[src/rtl/microwave_pkg.sv]
// ============================================================================
// Module   : microwave_pkg
// Brief    : Shared types and width helpers for the microwave timer.
// Revision : 1.0 - initial release
// ============================================================================
`default_nettype none

package microwave_pkg;

    // Controller states; encodings are fixed so that debug probes stay stable.
    typedef enum logic [2:0] {
        CLOSED = 3'b000,
        OPEN   = 3'b001,
        COOK   = 3'b010,
        RING   = 3'b011,
        PAUSE  = 3'b100
    } mw_state_t;

    // Width of a counter holding 0..modulus-1, never below one bit.
    function automatic int cnt_width(input int modulus);
        return (modulus > 1) ? $clog2(modulus) : 1;
    endfunction

    // Width of the power-select field for the given number of levels.
    function automatic int pw_width(input int levels);
        return cnt_width(levels);
    endfunction

endpackage

`default_nettype wire

[src/rtl/microwave_if.sv]
// ============================================================================
// Module   : microwave_if
// Brief    : Front-panel / driver bundle between panel decoder and timer.
// Revision : 1.0 - initial release
// ============================================================================
`default_nettype none

interface microwave_if
    import microwave_pkg::*;
#(
    parameter int TIME_W       = 8,
    parameter int POWER_LEVELS = 4
);
    localparam int PW = pw_width(POWER_LEVELS);

    logic              door;
    logic              start;
    logic              cancel;
    logic              load;
    logic [TIME_W-1:0] time_in;
    logic [PW-1:0]     power;
    logic              heat;
    logic              light;
    logic              bell;
    logic              busy;
    logic [TIME_W-1:0] remaining;

    // Panel side: drives requests, observes driver outputs.
    modport master (
        output door, start, cancel, load, time_in, power,
        input  heat, light, bell, busy, remaining
    );

    // Timer side: consumes requests, drives magnetron/lamp/buzzer.
    modport slave (
        input  door, start, cancel, load, time_in, power,
        output heat, light, bell, busy, remaining
    );

endinterface

`default_nettype wire

[src/rtl/microwave_tick.sv]
// ============================================================================
// Module   : microwave_tick
// Brief    : Per-second prescaler; phase counts 0..TICKS_PER_SEC-1 while run
//            is high and holds otherwise. tick pulses on the wrap cycle.
// Revision : 1.0 - initial release
// ============================================================================
`default_nettype none

module microwave_tick
    import microwave_pkg::*;
#(
    parameter  int TICKS_PER_SEC = 50,
    localparam int PH_W          = cnt_width(TICKS_PER_SEC)
) (
    input  wire logic            clk,
    input  wire logic            rst,
    input  wire logic            run,
    input  wire logic            clear,
    output      logic            tick,
    output      logic [PH_W-1:0] phase
);

    localparam logic [PH_W-1:0] c_LAST = PH_W'(TICKS_PER_SEC - 1);

    logic [PH_W-1:0] r_phase;
    logic            w_wrap;

    assign w_wrap = (r_phase == c_LAST);
    assign tick   = run & w_wrap;
    assign phase  = r_phase;

    // Phase counter: clear wins over run, and it holds when not running.
    always_ff @(posedge clk or posedge rst) begin
        if (rst) begin
            r_phase <= '0;
        end else if (clear) begin
            r_phase <= '0;
        end else if (run) begin
            r_phase <= w_wrap ? '0 : r_phase + PH_W'(1);
        end
    end

endmodule

`default_nettype wire

[src/rtl/microwave_timer.sv]
// ============================================================================
// Module   : microwave_timer
// Brief    : Door/cook/ring controller with loadable cook timer, per-second
//            prescaler, duty-cycled power and timed bell.
//            Optional quick-start: define MICROWAVE_QUICK_START_EN.
// Revision : 1.0 - initial release
// ============================================================================
`default_nettype none

module microwave_timer
    import microwave_pkg::*;
#(
    parameter int TIME_W        = 8,
    parameter int TICKS_PER_SEC = 50,
    parameter int POWER_LEVELS  = 4,
    parameter int BELL_SEC      = 3,
    parameter int QUICK_SEC     = 30
) (
    input wire logic clk,
    input wire logic rst,
    microwave_if.slave bus
);

    localparam int PW   = pw_width(POWER_LEVELS);
    localparam int PH_W = cnt_width(TICKS_PER_SEC);
    localparam int BW   = cnt_width(BELL_SEC);

    localparam longint          c_MAXV      = (64'd1 << TIME_W) - 64'd1;
    localparam logic [TIME_W-1:0] c_QUICK_VAL =
        (longint'(QUICK_SEC) > c_MAXV) ? TIME_W'(c_MAXV) : TIME_W'(QUICK_SEC);
    localparam logic [BW-1:0]   c_BELL_LAST = BW'(BELL_SEC - 1);
    localparam logic [PW-1:0]   c_FULL_PWR  = PW'(POWER_LEVELS - 1);

`ifdef MICROWAVE_QUICK_START_EN
    localparam bit c_QUICK_EN = 1'b1;
`else
    localparam bit c_QUICK_EN = 1'b0;
`endif

    mw_state_t         r_state,  w_state_nxt;
    logic [TIME_W-1:0] r_rem,    w_rem_nxt;
    logic [PW-1:0]     r_powq,   w_powq_nxt;
    logic [BW-1:0]     r_bell,   w_bell_nxt;
    logic [TIME_W-1:0] w_base;
    logic [TIME_W-1:0] w_qadd;
    logic [63:0]       w_sum;
    logic              w_run;
    logic              w_clear;
    logic              w_tick;
    logic [PH_W-1:0]   w_phase;
    logic [63:0]       w_duty_lhs;
    logic [63:0]       w_duty_rhs;
    logic              w_duty;

    microwave_tick #(
        .TICKS_PER_SEC (TICKS_PER_SEC)
    ) u_tick (
        .clk   (clk),
        .rst   (rst),
        .run   (w_run),
        .clear (w_clear),
        .tick  (w_tick),
        .phase (w_phase)
    );

    // Prescaler advances only in COOK/RING when neither door nor cancel preempts.
    assign w_run = ((r_state == COOK) || (r_state == RING)) && !bus.door && !bus.cancel;

    // Quick-start increment, saturating at the counter maximum.
    assign w_sum  = 64'(r_rem) + 64'(QUICK_SEC);
    assign w_qadd = (w_sum > 64'(c_MAXV)) ? TIME_W'(c_MAXV) : TIME_W'(w_sum);

    // Duty compare in wide arithmetic so no product is truncated.
    assign w_duty_lhs = 64'(w_phase) * 64'(POWER_LEVELS);
    assign w_duty_rhs = 64'(TICKS_PER_SEC) * (64'(r_powq) + 64'd1);
    assign w_duty     = (w_duty_lhs < w_duty_rhs);

    // State and datapath registers.
    always_ff @(posedge clk or posedge rst) begin
        if (rst) begin
            r_state <= CLOSED;
            r_rem   <= '0;
            r_powq  <= '0;
            r_bell  <= '0;
        end else begin
            r_state <= w_state_nxt;
            r_rem   <= w_rem_nxt;
            r_powq  <= w_powq_nxt;
            r_bell  <= w_bell_nxt;
        end
    end

    // Next-state and datapath updates; priority door > cancel > start > load.
    always_comb begin
        w_state_nxt = r_state;
        w_rem_nxt   = r_rem;
        w_powq_nxt  = r_powq;
        w_bell_nxt  = r_bell;
        w_clear     = 1'b0;
        w_base      = r_rem;
        case (r_state)
            CLOSED: begin
                if (bus.door) begin
                    w_state_nxt = OPEN;
                end else if (bus.start && (r_rem != '0)) begin
                    w_state_nxt = COOK;
                    w_powq_nxt  = bus.power;
                    w_clear     = 1'b1;
                end else if (c_QUICK_EN && bus.start) begin
                    w_state_nxt = COOK;
                    w_rem_nxt   = c_QUICK_VAL;
                    w_powq_nxt  = c_FULL_PWR;
                    w_clear     = 1'b1;
                end else if (bus.load) begin
                    w_rem_nxt = bus.time_in;
                end
            end
            OPEN: begin
                if (bus.load) begin
                    w_rem_nxt = bus.time_in;
                end
                if (!bus.door) begin
                    w_state_nxt = CLOSED;
                end
            end
            COOK: begin
                if (bus.door) begin
                    w_state_nxt = PAUSE;
                end else if (bus.cancel) begin
                    w_state_nxt = CLOSED;
                    w_rem_nxt   = '0;
                end else begin
                    if (c_QUICK_EN && bus.start) begin
                        w_base = w_qadd;
                    end
                    w_rem_nxt = w_base;
                    if (w_tick) begin
                        if (w_base <= TIME_W'(1)) begin
                            w_state_nxt = RING;
                            w_rem_nxt   = '0;
                            w_clear     = 1'b1;
                            w_bell_nxt  = '0;
                        end else begin
                            w_rem_nxt = w_base - TIME_W'(1);
                        end
                    end
                end
            end
            PAUSE: begin
                if (bus.cancel) begin
                    w_state_nxt = CLOSED;
                    w_rem_nxt   = '0;
                end else if (!bus.door && bus.start) begin
                    w_state_nxt = COOK;
                end
            end
            RING: begin
                if (bus.door) begin
                    w_state_nxt = OPEN;
                end else if (bus.cancel) begin
                    w_state_nxt = CLOSED;
                end else if (w_tick) begin
                    if (r_bell == c_BELL_LAST) begin
                        w_state_nxt = CLOSED;
                    end else begin
                        w_bell_nxt = r_bell + BW'(1);
                    end
                end
            end
            default: begin
                w_state_nxt = CLOSED;
            end
        endcase
    end

    // Moore outputs decoded from state; heat additionally gated by duty.
    assign bus.heat      = (r_state == COOK) && w_duty;
    assign bus.light     = (r_state == OPEN) || (r_state == COOK) || (r_state == PAUSE);
    assign bus.bell      = (r_state == RING);
    assign bus.busy      = (r_state == COOK) || (r_state == PAUSE);
    assign bus.remaining = r_rem;

endmodule

`default_nettype wire

[src/flat_wrapper.sv]
// flat-port wrapper written by rule: the top's interface ports become plain ports
module microwave_timer_flat import microwave_pkg::*;
#(
    parameter int TIME_W        = 8,
    parameter int TICKS_PER_SEC = 50,
    parameter int POWER_LEVELS  = 4,
    parameter int BELL_SEC      = 3,
    parameter int QUICK_SEC     = 30
)
  (clk, rst, bus_door, bus_start, bus_cancel, bus_load, bus_time_in, bus_power, bus_heat, bus_light, bus_bell, bus_busy, bus_remaining);
  microwave_if #(.TIME_W(TIME_W), .POWER_LEVELS(POWER_LEVELS)) bus_i ();
  input wire logic clk;
  input wire logic rst;
  input wire logic [$bits(bus_i.door)-1:0] bus_door;
  input wire logic [$bits(bus_i.start)-1:0] bus_start;
  input wire logic [$bits(bus_i.cancel)-1:0] bus_cancel;
  input wire logic [$bits(bus_i.load)-1:0] bus_load;
  input wire logic [$bits(bus_i.time_in)-1:0] bus_time_in;
  input wire logic [$bits(bus_i.power)-1:0] bus_power;
  output wire logic [$bits(bus_i.heat)-1:0] bus_heat;
  output wire logic [$bits(bus_i.light)-1:0] bus_light;
  output wire logic [$bits(bus_i.bell)-1:0] bus_bell;
  output wire logic [$bits(bus_i.busy)-1:0] bus_busy;
  output wire logic [$bits(bus_i.remaining)-1:0] bus_remaining;
  assign bus_i.door = bus_door;
  assign bus_i.start = bus_start;
  assign bus_i.cancel = bus_cancel;
  assign bus_i.load = bus_load;
  assign bus_i.time_in = bus_time_in;
  assign bus_i.power = bus_power;
  assign bus_heat = bus_i.heat;
  assign bus_light = bus_i.light;
  assign bus_bell = bus_i.bell;
  assign bus_busy = bus_i.busy;
  assign bus_remaining = bus_i.remaining;
  microwave_timer #(.TIME_W(TIME_W), .TICKS_PER_SEC(TICKS_PER_SEC), .POWER_LEVELS(POWER_LEVELS), .BELL_SEC(BELL_SEC), .QUICK_SEC(QUICK_SEC)) u_core (.clk(clk), .rst(rst), .bus(bus_i));
endmodule
[config.mk]
export PLATFORM = sky130hd
export DESIGN_NAME = microwave_timer_flat
export DESIGN_NICKNAME = d
export VERILOG_FILES = /design/src/rtl/microwave_pkg.sv /design/src/rtl/microwave_if.sv /design/src/rtl/microwave_tick.sv /design/src/rtl/microwave_timer.sv /design/src/flat_wrapper.sv
export SDC_FILE = /design/constraint.sdc
export NUM_CORES = 1
export LEC_CHECK = 0
export CAP_MARGIN = 25
export CORE_MARGIN = 5
export CORE_UTILIZATION = 54
export CTS_CLUSTER_SIZE = 30
export DETAILED_ROUTE_END_ITERATION = 10
export GPL_TIMING_DRIVEN = 1
export PLACE_DENSITY_LB_ADDON = 0.2
export SETUP_SLACK_MARGIN = 0.1
export SLEW_MARGIN = 25
export SYNTH_ARGS = -nofsm -noshare
export SYNTH_HDL_FRONTEND = slang
export SYNTH_SLANG_ARGS = --single-unit
[constraint.sdc]
create_clock -name clk -period 2.5 [get_ports clk]
set_clock_uncertainty 0.1 [all_clocks]
set_input_delay 0.625 -clock clk [delete_from_list [all_inputs] [get_ports clk]]
set_output_delay 0.625 -clock clk [all_outputs]
set_load 0.01 [all_outputs]
Yosys cells after proc, flatten, opt, wreduce, memory -nomap -nowiden:

Cells that the tools add are included.

* word-level logic and storage cells: 101
* output and inout port bits: 12
* input port bits: 16
* register bits: 21

* add/subtract/negate cells: 4
* muxes and demuxes: 42
* $lt $le $gt $ge: 2
* multiply operators: 1
* bitwise logic cells: 2
* eq/ne operators: 25
* reduce and logical (&&, ||, !) cells: 20

Operators with widths (count)
* 8-bit by 64-bit < comparator with 1-bit output: 1
* 5-bit by 64-bit multiplier with 63-bit output, first input constant: 1
* 8-bit two-way mux: 8
* 3-bit two-way mux: 13
* 8-bit case mux with 4 select lines: 1
* 2-bit inequality test, second input constant: 11
* 6-bit two-way mux: 3
* 2-bit two-way mux: 8
* 3-bit case mux with 5 select lines: 1
* 9-bit AND reduction: 1
* 8-bit by 1-bit <= comparator with 1-bit output, second input constant: 1
* 4-bit by 3-bit inequality test with 1-bit output, second input constant: 2
* 4-bit inequality test, second input constant: 2
* 8-bit nonzero test: 1
* 8-bit by 1-bit subtractor with 8-bit output, second input constant: 1
* 7-bit AND reduction: 1
* 6-bit by 1-bit adder with 6-bit output, second input constant: 1
* 3-bit by 2-bit equality test with 1-bit output, second input constant: 2
* 6-bit equality test, second input constant: 1
* 1-bit two-way mux: 6
* 3-bit by 2-bit inequality test with 1-bit output, second input constant: 2
* 6-bit AND reduction: 1
* 1-bit logical AND: 5
* 1-bit logical OR: 4
* 16 further kinds: 18

Logic depth before layout (Yosys ltp):

Gate-level depths: netlist of run 1.

* word-level depth: 10
* mapped depth: 8
* mapped depth without buffers: 8

By module:

From an unflattened synthesis of run 1, not the netlist that was laid out.

* cell total of the unflattened synthesis: 204
* area, all modules: 1741.7 um2

By module, submodules not included
* microwave_timer: cells an instance 161, seq. area each 375.4 um2, instances 1, area each 1340.0 um2
* microwave_tick: cells an instance 43, seq. area each 150.1 um2, instances 1, area each 401.6 um2

Worst setup path before layout of run 1:

No wires, ideal clock.

* path kind: register to output
* from: reg u_core.r_powq[0]
* to: out bus_heat
* setup slack: 0.026 ns
* buffers on the path: 0
* arrival: 1.749 ns
* required time: 1.775 ns
* stages on the path, launching flop included: 9
* cells stage by stage: dfrtp_1 > inv_1 > ha_1 > ha_1 > a21o_1 > a21o_1 > a21oi_1 > o21ai_0 > o21ai_0

* cells in the longest elaborated chain, start to end: 4

RTL lines
* start: declaration: RTL line microwave_timer.sv:42 `logic [PW-1:0] r_powq, w_powq_nxt;`
* start signal: assignment: RTL line microwave_timer.sv:88 `r_powq <= w_powq_nxt;`
* 2-bit by 1-bit adder with 3-bit output: RTL line microwave_timer.sv:75 `assign w_duty_rhs = 64'(TICKS_PER_SEC) * (64'(r_powq) + 64'd1);`
* 5-bit by 64-bit multiplier with 63-bit output: RTL line microwave_timer.sv:75
* 8-bit by 64-bit < comparator with 1-bit output: RTL line microwave_timer.sv:76 `assign w_duty = (w_duty_lhs < w_duty_rhs);`
* 1-bit logical AND: RTL line microwave_timer.sv:177 `assign bus.heat = (r_state == COOK) && w_duty;`
* end: declaration: RTL line flat_wrapper.sv:20 `output wire logic [$bits(bus_i.heat)-1:0] bus_heat;`

No other way between the ends.

Worst setup path after layout of run 1:

* from: reg u_core.r_powq[1]
* to: out bus_heat

The elaborated chain is that of the path after synthesis.

==> flow_summary.toml, run 1 <==
[layout]
final_area_um2 = 2370
multi_input_area_um2 = 1200
postLayoutCoreUtil_pct = 77.0
final_common_cell = "buf_4"
area_growth_syn_to_layout_pct = 36.5
antennaDiodeCount = 0
drive_gt1_share_pct = 25.4
final-seq-area_um2 = 526
layout_common_cells = "buf_4, clkdlybuf4s50_1, dfrtp_1"
final_nets = 280
fillCellCount = 218

[routing]
wirelength_um = 4760
via_per_inst = 5.82
num_vias = 1699
first_pass_iters = 4
drc = 0
post_drt_wl_per_cell_um = 16.3
ant_nets = 0
first_iter_violations = 99

[sta]
worst_pin_slew_ns = 0.471
drv_slew = 0
setup_viol = 1
hold_ws_ns = 0.455
max_freq_mhz = 351
fin_crit_sh_pct = 114
fin_setup_tns_ns = -0.346
period_needed_ns = 2.85
max-slew-margin-rel_pct = 68.4
hold_violations = 0
rsz0062_at_grt = "yes"
worst_slack_ns = -0.346

[die]
start_util_pct = 56.4
die_x_um = 66.7
rows = 20
fp.dieH_um = 66.7
dieArea_um2 = 4450
io_pins = 28
fp.coreArea_um2 = 3080

[cts]
cts-root-buf = "clkbuf_4"
clk_path_buf_depth = 2
cts.sinks = 21
clk-insertion-delay-late_ns = 0.32
cts-htree-levels = 1
cts_tree = "yes"
cts_hold_buf = 0
clkTransAtPathRegs_ns = 0.13
numCtsBuffers = 3

[run_status]
status = "finished with violations"
violations = "setup timing"

[global_routing]
antenna_found_initial = 0
use_met1_pct = 29.3
grt.total_usage_pct = 23.0
gr-total-overflow = 0
top_usage_layer = "met2"
grt_max_degree = 22
grtUsageMet2_pct = 39.5
gr-usage-met3_pct = 2.53
grt_pass1_vias = 1672
grt_pass1_wl_um = 7850

[worst_hold_path]
hold_path.class = "flop to flop"

[synthesis]
synth_seq_area_share_pct = 30.3
yosysWarnings = 0
ys_async_sr_fraction_pct = 100
synth_edf_count = 0
synth_cell_types = 53
synthFlopType = "dfrtp_1"
synth_top_area_cell = "dfrtp_1"
synth_top_area_share_pct = 30.3
synthCells = 193
ys_ff_latch = 21
avgSynthCellArea_um2 = 9.00
synth_fp_nets = 224
synth_area_um2 = 1740
synth_area_leaders = "dfrtp_1, ha_1, nand2_1"

[power]
power_density_nw_per_um2 = 1100
p_leak_nw = 1.06
ir_drop_mv = 0.574

[placement]
dp_hpwl_um = 3600
place_congestion = 0.814
placed_cell_area_um2 = 2250
port_buffers = 27

[worst_setup_path]
startpoint_type = "flop"
cp.required_ns = 1.77
endpoint_kind = "output pin"
crit_type = "flop to output pin"
critPathMaxFanout = 3
worstPathArrival_ns = 2.12

[flow_run]
maxCapViolations = 0
[flip-flops by register name, indices dropped and copies added, names as in the netlist]
register              flops
u_core.u_tick.phase       6
u_core.r_state            3
u_core.r_powq             2
u_core.r_bell             2
u_core.bus.remaining      8
[cell usage after synthesis, types with 2 or more instances]
library cell   n
a21boi_0       2
nor3b_1        2
a21oi_1       13
nand4_1        3
nand2_1       18
inv_1         14
nor2_1        13
mux2_2         2
a22oi_1        2
o2bb2ai_1      4
mux2_4         3
nand3_1        4
clkbuf_1       3
dfrtp_1       21
o21ai_0       10
a31oi_1        2
and2_1         2
xor2_1         5
or3_1          2
nand3b_1       5
mux2_1         2
a21o_1         4
ha_1          15
buf_2          2
a32oi_1        5
nor3_1         8
[worst paths after layout]
path                                    from                       to  slack, ns  cells after the start
min                         u_core.r_bell[1]         u_core.r_bell[1]       0.46                      1
max reg2reg                u_core.r_state[1]        u_core.r_state[0]       0.21                      7
max in group asynchronous                rst  u_core.bus.remaining[2]       1.55                      3
min reg2reg                 u_core.r_bell[1]         u_core.r_bell[1]       0.46                      1
max                         u_core.r_powq[1]                 bus_heat      -0.35                      8
min in group asynchronous                rst         u_core.r_powq[1]       0.52                      3
[stage by stage]
stage,std cells,setup WS (ns),power (mW)
floorplan,193,0.116,1.61
global placement,285,-0.320,2.14
detailed placement,285,-0.615,2.25
CTS,292,-0.349,2.56
global route,292,-0.443,2.80
finish,292,-0.346,2.60
[area by class of cell]
class	instances	share of cell area [%]
flip-flops and latches	21	22.2
multi-input cells	150	50.8
clock buffers	3	0.950
well taps	44	2.32
repair buffers	59	21.3
inverters	14	2.22
clock inverters	1	0.211
[cell families (layout without fill, tap and decap cells)]
kind of cell	count (synthesis)	after routing	synth area share, %
AO/OA/AOI/OAI	54	54	22.4
XOR/XNOR	6	6	3.03
adder cells (fa/ha/maj)	15	15	10.8
buffers and inverters	22	77	5.55
flip-flops	21	21	30.3
multiplexers	8	8	5.76
AND/OR/NAND/NOR	67	67	22.2
[power breakdown]
part	switching, mW	total, mW	internal [mW]	leakage, nW
combinational	0.916	1.82	0.905	0.768
sequential	0.148	0.602	0.454	0.272
clock	0.117	0.177	0.0600	0.0177
[metal layers]
metal  vias to the layer above  part of all wire [%]
li1                        813                     -
met1                       816                    44
met2                        57                    49
met3                        13                   4.8
met4                         0                   2.6
met5                         -                     0
[critical path: stages, from the launching register on]
cell and delay [ns]:
dfrtp_1 0.47, ha_4 0.32, ha_4 0.19, a21o_1 0.19, a21o_1 0.18, a21oi_2 0.14, o21ai_1 0.07, o21ai_1 0.08
buf_2 0.14
[repair_timing]
item	CTS	global route
pin swaps	7	0
gates resized for setup	20	1
cloned	0	0
setup buffers	4	0
setup endpoints to repair	4	3
Power figures use the tool's default switching activity.
==> run 2, diff against run 1 <==
- CTS_CLUSTER_DIAMETER: default -> 80
==> results of run 2 <==
Final layout, timing and power as in run 1 (identical DEF).
